`src/rtl/p1_pkg.sv`:
```
// Constants shared by the serializer and the receive-side deserializer.
// IDLE_COM is the pattern the receive side uses to find frame alignment.
package p1_pkg;

  localparam int unsigned SER_WIDTH = 8;
  localparam logic [7:0]  IDLE_COM  = 8'hBC;

endpackage

```
`src/rtl/serializer_8b.sv`:
```
// Parallel-to-serial stage in the 8f domain: sends one word per frame, MSB first.
// Frames with no word offered carry IDLE_WORD. A bit counter sets the frame timing.
module serializer_8b
  import p1_pkg::*;
#(
  parameter int unsigned      WIDTH     = SER_WIDTH,
  parameter logic [WIDTH-1:0] IDLE_WORD = WIDTH'(IDLE_COM)
) (
  input  logic             clk8f,
  input  logic             reset,
  input  logic [WIDTH-1:0] data_in,
  input  logic             valid_in,
  output logic             ready_out,
  output logic             data_out,
  output logic             frame_start,
  output logic             active_out
);

  localparam int unsigned      CNT_W = $clog2(WIDTH);
  localparam logic [CNT_W-1:0] LAST  = CNT_W'(WIDTH - 1);

  logic [CNT_W-1:0] bit_cnt;
  logic [WIDTH-1:0] shreg;
  logic [WIDTH-1:0] word;

  // The load slot is decoded from registered state only, so valid_in has no path to ready_out.
  always_comb begin
    ready_out = (bit_cnt == LAST);
    word      = valid_in ? data_in : IDLE_WORD;
  end

  always_ff @(posedge clk8f or negedge reset) begin
    if (!reset) begin
      bit_cnt     <= LAST;
      shreg       <= '0;
      data_out    <= 1'b0;
      frame_start <= 1'b0;
      active_out  <= 1'b0;
    end else if (ready_out) begin
      data_out    <= word[WIDTH-1];
      shreg       <= {word[WIDTH-2:0], 1'b0};
      bit_cnt     <= '0;
      frame_start <= 1'b1;
      active_out  <= valid_in;
    end else begin
      data_out    <= shreg[WIDTH-1];
      shreg       <= {shreg[WIDTH-2:0], 1'b0};
      bit_cnt     <= bit_cnt + CNT_W'(1);
      frame_start <= 1'b0;
    end
  end

endmodule

```
`config.mk`:
```
export PLATFORM = sky130hd
export DESIGN_NAME = serializer_8b
export DESIGN_NICKNAME = d
export VERILOG_FILES = /design/src/rtl/p1_pkg.sv /design/src/rtl/serializer_8b.sv
export SDC_FILE = /design/constraint.sdc
export NUM_CORES = 1
export LEC_CHECK = 0
export CORE_AREA = 2 2 39 41
export CTS_BUF_LIST = sky130_fd_sc_hd__clkbuf_4 sky130_fd_sc_hd__clkbuf_8
export CTS_CLUSTER_DIAMETER = 50
export CTS_CLUSTER_SIZE = 40
export DETAILED_ROUTE_END_ITERATION = 10
export DIE_AREA = 0 0 41 43
export DONT_BUFFER_PORTS = 1
export GPL_ROUTABILITY_DRIVEN = 0
export PLACE_DENSITY = 0.61
export SETUP_SLACK_MARGIN = 0.02
export SYNTH_ARGS = -nofsm -noshare
export SYNTH_HDL_FRONTEND = slang
export SYNTH_SLANG_ARGS = --single-unit
```
`constraint.sdc`:
```
create_clock -name clk8f -period 1.5 [get_ports clk8f]
set_clock_uncertainty 0.2 [all_clocks]
set_input_delay 0.45 -clock clk8f [delete_from_list [all_inputs] [get_ports clk8f]]
set_output_delay 0.45 -clock clk8f [all_outputs]
set_load 0.01 [all_outputs]
```
* Yosys cells after proc, flatten, opt, wreduce, memory -nomap -nowiden
Cells that the tools add are included.
** Storage, ports and cells
- Input bits :: 11
- Output and inout bits :: 4
- Register bits after elaboration :: 14
** Cells by class
- $add $sub $neg :: 1
- Multiplexer cells :: 5
- Equality and inequality tests :: 1
** Operator list (number)
- 2-to-1 mux 8 bit :: 2
- adder 3 x 1 -> 3 bit, second input constant :: 1
- == test 3 bit, second input constant :: 1
- 2-to-1 mux 3 bit :: 1
- 2-to-1 mux 1 bit :: 2

* Longest topological paths before layout
Gate-level depths: netlist (run 1).
- Depth after elaboration :: 2
- Gate-level depth with buffers :: 5

* Least setup slack after synthesis (run 1)
No wires, ideal clock.
- Kind :: register -> output
- From :: register bit_cnt[0]
- To :: output ready_out
- Stages on the path, launching flop included :: 3
- Arrival time :: 875 ps
- Slack :: -25 ps
- Path through :: dfstp_2 > ha_1 > ha_1
** On the way
- Longest elaborated chain between the ends :: 1
** Ends and longest elaborated chain
- start, declared :: line serializer_8b.sv:22 : logic [CNT_W-1:0] bit_cnt;
- start signal, assigned :: line serializer_8b.sv:48 : bit_cnt <= bit_cnt + CNT_W'(1);
- == test 3 bit :: line serializer_8b.sv:28 : ready_out = (bit_cnt == LAST);
- end, declared :: line serializer_8b.sv:13 : output logic ready_out,
Every way passes these cells.

* Final worst setup path (run 1)
- From :: register bit_cnt[1]
- To :: output ready_out
Same word-level chain as after synthesis.

==> results of run 1 <==
## critical path: stages (launching register included)
cell     delay, ns
dfstp_2       0.55
ha_4          0.15
ha_4          0.15
## repair_timing
action                     4_1_cts  5_1_grt
hold buffers                     1        0
hold endpoints to repair        13        0
setup endpoints to repair        5        9
gates resized for setup          5        6
pin swaps                        5        4
setup buffers                    1        2
## stage by stage
step | std cells | TNS (ns) | hold slack (ns) | worst slack (ns)
final | 60 | -0.902 | 0.0889 | -0.255
after global placement | 52 | 0 | -0.0453 | 0.0171
after floorplan | 35 | 0 | -0.0456 | 0.0270
after global routing | 60 | -1.40 | 0.0767 | -0.305
after detailed placement | 52 | -0.0279 | -0.0453 | -0.0124
after CTS | 58 | -0.411 | 0.0835 | -0.280
## layout make-up
class,count,area share
Multi-Input combinational cell,17,0.289
Inverter,4,0.0236
Tap cell,16,0.0314
Sequential cell,13,0.517
Timing Repair Buffer,6,0.0923
Clock buffer,4,0.0472
## final timing paths
kind | depth (start not counted) | start | slack (ns) | end
max | 2 | bit_cnt[1] | -0.25 | ready_out
min | 1 | valid_in | 0.09 | shreg[3]
max reg2reg | 6 | bit_cnt[0] | -0.11 | shreg[6]
min reg2reg | 2 | shreg[1] | 0.28 | shreg[2]
max in group asynchronous | 1 | reset | 0.31 | bit_cnt[0]
min in group asynchronous | 1 | reset | 0.42 | shreg[5]
## registers in the layout (all words and copies together), names as in the netlist
signal / cells
shreg: 7
bit_cnt: 3
active_out: 1
data_out: 1
frame_start: 1
## placed cells by master, fill, tap and decap left out
cell type and count:
nand3_2 1, buf_4 2, nand3_1 1, inv_1 4, o22a_2 4, dfstp_2 3, ha_4 3, clkbuf_4 4
o21ai_1 1, a31oi_1 1, nand2_4 1, nor2_1 2, and3_1 1, dfrtp_1 10, o21ai_2 2, dlygate4sd3_1 1
buf_6 3
## where the power goes
part	internal [mW]	total [mW]	leakage, nW	switching, mW
logic	0.0102	0.0215	0.119	0.0112
registers	0.361	0.367	0.151	0.00526
clock network	0.121	0.218	0.0184	0.0975
## cell families after synthesis
family          synth area share
flops                      0.683
compound gates             0.127
simple gates              0.0572
buf+inv                   0.0545
fa+ha+maj                 0.0779
## layer usage
layer  GRT usage  wire length, µm  share of wire
met5           0                0              0
met4      0.0200                0              0
met3      0.0785               89           0.11
met2       0.178              413           0.50
met1       0.116              318           0.39
==> impl_metrics.ini, run 1 <==
[run_status]
status = complete, but fails checks
violations = negative setup slack

[worst_hold_path]
hold_class = input port to register

[global_routing]
overflow = 0
first_global_vias = 297
grt_pass1_wl_mm = 1.24
grt_max_degree = 14
antenna_found_initial = 0
track_usage = 0.111

[logic_synthesis]
synth-edff-count = 0
syn_area_um2 = 482
yosys.area.top_type_share = 0.519
synth_area_leader_cell = dfrtp_1
ys_ff_latch = 13
yosysUniqueCellTypes = 12
synth_flop_cell = dfrtp_1
yosysWarnings = 0
syn_inst = 35
synth_commonest_cells = 10 x dfrtp_1, 4 x inv_1, 4 x o22a_2
synth_area_leaders = dfrtp_1 52%, dfstp_2 16%, o22a_2 8.3%
synth_most_common_cell = dfrtp_1
async_flop_share = 1.00
synth_area_per_cell_um2 = 13.8
ys_seq_area_frac = 0.683
synth_fp_nets = 49

[routing]
via_per_inst = 4.75
wl_per_cell_um = 13.7
drt_wl_total_um = 822
drc = 0
num_vias = 285
drt_first_pass_iters = 4
antenna_left = 0
drt_iter0_markers = 5

[power]
power_mw = 0.606
leakage_nw = 0.288
vdd_drop_max_v = 0.000543
pwr_density_cell_nw_per_um2 = 952

[setup_path]
worst_setup_path_start_kind = register
worstSetupEndpointType = primary output
critical_path_class = register to primary output
crit_arrival_ns = 1.10
critical_path.max_fanout = 3
required_ns = 0.85

[floorplan]
rows = 14
die_x_um = 41
die_h_um = 43
core_um2 = 1380
io_pins = 15
start_util = 0.348
die_area_um2 = 1760

[cts]
cts_root_buf = clkbuf_4
cts_buffers = 3
clk_pin_slew_worst_paths_ns = 0.07
cts_tree = done
htreeDepth = 1
cts_sinks = 13
clk_path_buf_depth = 2
worst_skew_pair.late_latency_ns = 0.26

[cells_and_area]
regArea_um2 = 329
drive_gt1_frac = 0.523
diodes = 0
nNetsFinal = 59
syn2layout_area_growth_pct = 32.2
multi_input_area_um2 = 184
final_area_um2 = 637
n_fill_cell = 127
fin_util = 0.460

[sta]
fin_crit_ns = 1.75
relSlewSlack = 0.617
worstMarginPinSlew_ns = 0.572
finalHoldViolations = 0
rsz0062_at_grt = true
drv_slew = 0
max_freq_mhz = 570
period_share = 1.17
fin_ws_ns = -0.255
setup_viol = 10

[run]
drv_cap = 0

[placed_design]
placed_area_um2 = 543
portBuffers = 0
hpwlAfterDp_um = 655
Power figures use the tool's default switching activity.
==> run 2: changes to the inputs <==
--- a/config.mk
+++ b/config.mk
@@ -13,6 +13,7 @@
 export DIE_AREA = 0 0 41 43
 export DONT_BUFFER_PORTS = 1
 export GPL_ROUTABILITY_DRIVEN = 0
+export MAX_ROUTING_LAYER = met4
 export PLACE_DENSITY = 0.61
 export SETUP_SLACK_MARGIN = 0.02
 export SYNTH_ARGS = -nofsm -noshare
==> run 2 against run 1 <==
Against the previous run:
- the run still ends with negative setup slack left
- sequential power about the same
- power about the same
- register-to-register slack about the same
- setup slack about the same
- highest routed layer unchanged
- critical endpoint unchanged
- non-clock buffer count unchanged
- first-iteration DRC count up 20%
- clock power about the same
- combinational power about the same
- hold slack better by 0.00083 ns
- global-route usage up 0.28 points
- clock-buffer cell count unchanged
- routed wire length down 0.24%
==> impl_metrics.ini, run 2 (same netlist as run 1, synthesis figures left out) <==
[routing]
drt_first_pass_iters = 4
drc = 0
antenna_left = 0
via_per_inst = 4.73
drt_wl_total_um = 820
wl_per_cell_um = 13.7
num_vias = 284
drt_iter0_markers = 6

[setup_path]
path_cells = ha_4 -> ha_4
crit_top_cell = ha_4
critPathBufInv = 0
worst_setup_path_start_kind = register
worstReg2RegStart = bit_cnt[0]
reg2reg_to = shreg[6]
reg2reg_slack_ns = -0.11
worstSetupEndpointType = primary output
critical_path.max_fanout = 3
critical_path_class = register to primary output
critPathMaxStageDelay_ns = 0.55
required_ns = 0.85
critPathSlowestCell = dfstp_2
rr_worst_depth = 6
crit_arrival_ns = 1.10
crit_family = flip-flops

[power]
switching_share = 0.188
p_comb_frac = 0.035
vdd_drop_max_v = 0.000544
p_sw_mw = 0.114
seqPwrFrac = 0.605
clkPwrFrac = 0.360
pwr_density_cell_nw_per_um2 = 952
leakage_nw = 0.288
intPower_mw = 0.492

[cts]
htreeDepth = 1
clk_path_buf_depth = 2
clk_pin_slew_worst_paths_ns = 0.07
cts_sinks = 13
cts_buffers = 3
worst_skew_pair.late_latency_ns = 0.26
cts_tree = done
cts_root_buf = clkbuf_4

[cells_and_area]
largest_register_ffs = 7
drive_gt1_frac = 0.523
diodes = 0
top_register = shreg
reg_top3 = shreg x7, bit_cnt x3
final_cell_mix = 10 x dfrtp_1, 4 x o22a_2, 4 x inv_1, 4 x clkbuf_4
nNetsFinal = 59
final_area_um2 = 637
mostFrequentLayoutCell = dfrtp_1
syn2layout_area_growth_pct = 32.2

[floorplan]
start_util = 0.348
die_h_um = 43
io_pins = 15
core_um2 = 1380
die_area_um2 = 1760
rows = 14
die_x_um = 41

[global_routing]
track_usage = 0.114
grt_max_degree = 14
grt_pass1_wl_mm = 1.24
first_global_vias = 297
overflow = 0
antenna_found_initial = 0

[placed_design]
hpwlAfterDp_um = 655
post-place-ws_ns = -0.0124
placed_area_um2 = 543
portBuffers = 0

[sta]
relSlewSlack = 0.618
fin_crit_ns = 1.75
fin_ws_ns = -0.255
drv_slew = 0
worstMarginPinSlew_ns = 0.572
period_share = 1.17
rsz0062_at_grt = true
setup_viol = 10
finalHoldViolations = 0
max_freq_mhz = 570

[run]
drv_cap = 0

[run_status]
status = complete, but fails checks
violations = negative setup slack

[worst_hold_path]
hp-start = valid_in
holdPathEnd = shreg[3]
hold_class = input port to register
whs_path_depth = 1
==> run 2: cell counts in the layout (fill, tap and decap cells not counted) <==
Identical to the previous run, type by type.
==> run 2: power by group through the flow <==
stage          Sequential [mW]  Clock (mW)  Combinational, mW
3_3_place_gp             0.373           0             0.0102
4_1_cts                  0.367       0.230             0.0204
6_report                 0.367       0.218             0.0215
2_1_floorplan            0.372           0            0.00960
3_5_place_dp             0.374           0             0.0118
5_1_grt                  0.368       0.247             0.0241
==> run 2: stage by stage <==
| stage | util | setup TNS (ns) | cells | total power, mW | hold slack (ns) |
|---|---|---|---|---|---|
| final | 0.460 | -0.904 | 60 | 0.606 | 0.0897 |
| after global routing | 0.460 | -1.40 | 60 | 0.640 | 0.0770 |
| after CTS | 0.438 | -0.411 | 58 | 0.617 | 0.0835 |
| after detailed placement | 0.392 | -0.0279 | 52 | 0.385 | -0.0453 |
| after global placement | 0.392 | 0 | 52 | 0.383 | -0.0453 |
| after floorplan | - | 0 | 35 | 0.382 | -0.0456 |
==> run 2: worst max-delay path by stage <==
stage	end	slack, ns	from	depth (start not counted)
6_report	ready_out	-0.25	bit_cnt[1]	2
5_1_grt	ready_out	-0.31	bit_cnt[0]	2
4_1_cts	ready_out	-0.28	bit_cnt[0]	2
3_5_place_dp	shreg[6]	-0.01	bit_cnt[0]	4
3_3_place_gp	ready_out	0.02	bit_cnt[1]	2
2_1_floorplan	ready_out	0.03	bit_cnt[1]	2
==> run 2: repair_timing <==
| item | in CTS | in global routing |
|---|---|---|
| gates resized for setup | 5 | 6 |
| hold buffers | 1 | 0 |
| pin swaps | 5 | 4 |
| setup buffers | 1 | 2 |
| hold endpoints to repair | 13 | 0 |
| setup endpoints to repair | 5 | 9 |
==> run 2: layout make-up <==
cell class	instances	area [µm²]
Inverter	4	15.0
Fill cell	127	747
Clock buffer	4	30.0
Sequential cell	13	329
Tap cell	16	20.0
Timing Repair Buffer	6	58.8
Multi-Input combinational cell	17	184
==> run 2: routing by layer <==
metal	share of wire	global-route usage
met1	0.41	0.123
met2	0.50	0.178
met3	0.088	0.0681
met4	0	0.0200
met5	0	-
==> run 2: worst register-to-register path, stage by stage, from the launching register on <==
cell,delay [ns]
dfstp_2,0.39
ha_4,0.16
buf_4,0.13
buf_6,0.11
ha_4,0.17
buf_6,0.13
o22a_2,0.22
==> run 3: changes to the inputs <==
--- a/config.mk
+++ b/config.mk
@@ -8,7 +8,6 @@
 export CORE_AREA = 2 2 39 41
 export CTS_BUF_LIST = sky130_fd_sc_hd__clkbuf_4 sky130_fd_sc_hd__clkbuf_8
 export CTS_CLUSTER_DIAMETER = 50
-export CTS_CLUSTER_SIZE = 40
 export DETAILED_ROUTE_END_ITERATION = 10
 export DIE_AREA = 0 0 41 43
 export DONT_BUFFER_PORTS = 1
==> results of run 3 <==
Final layout, timing and power as in run 2 (identical DEF).
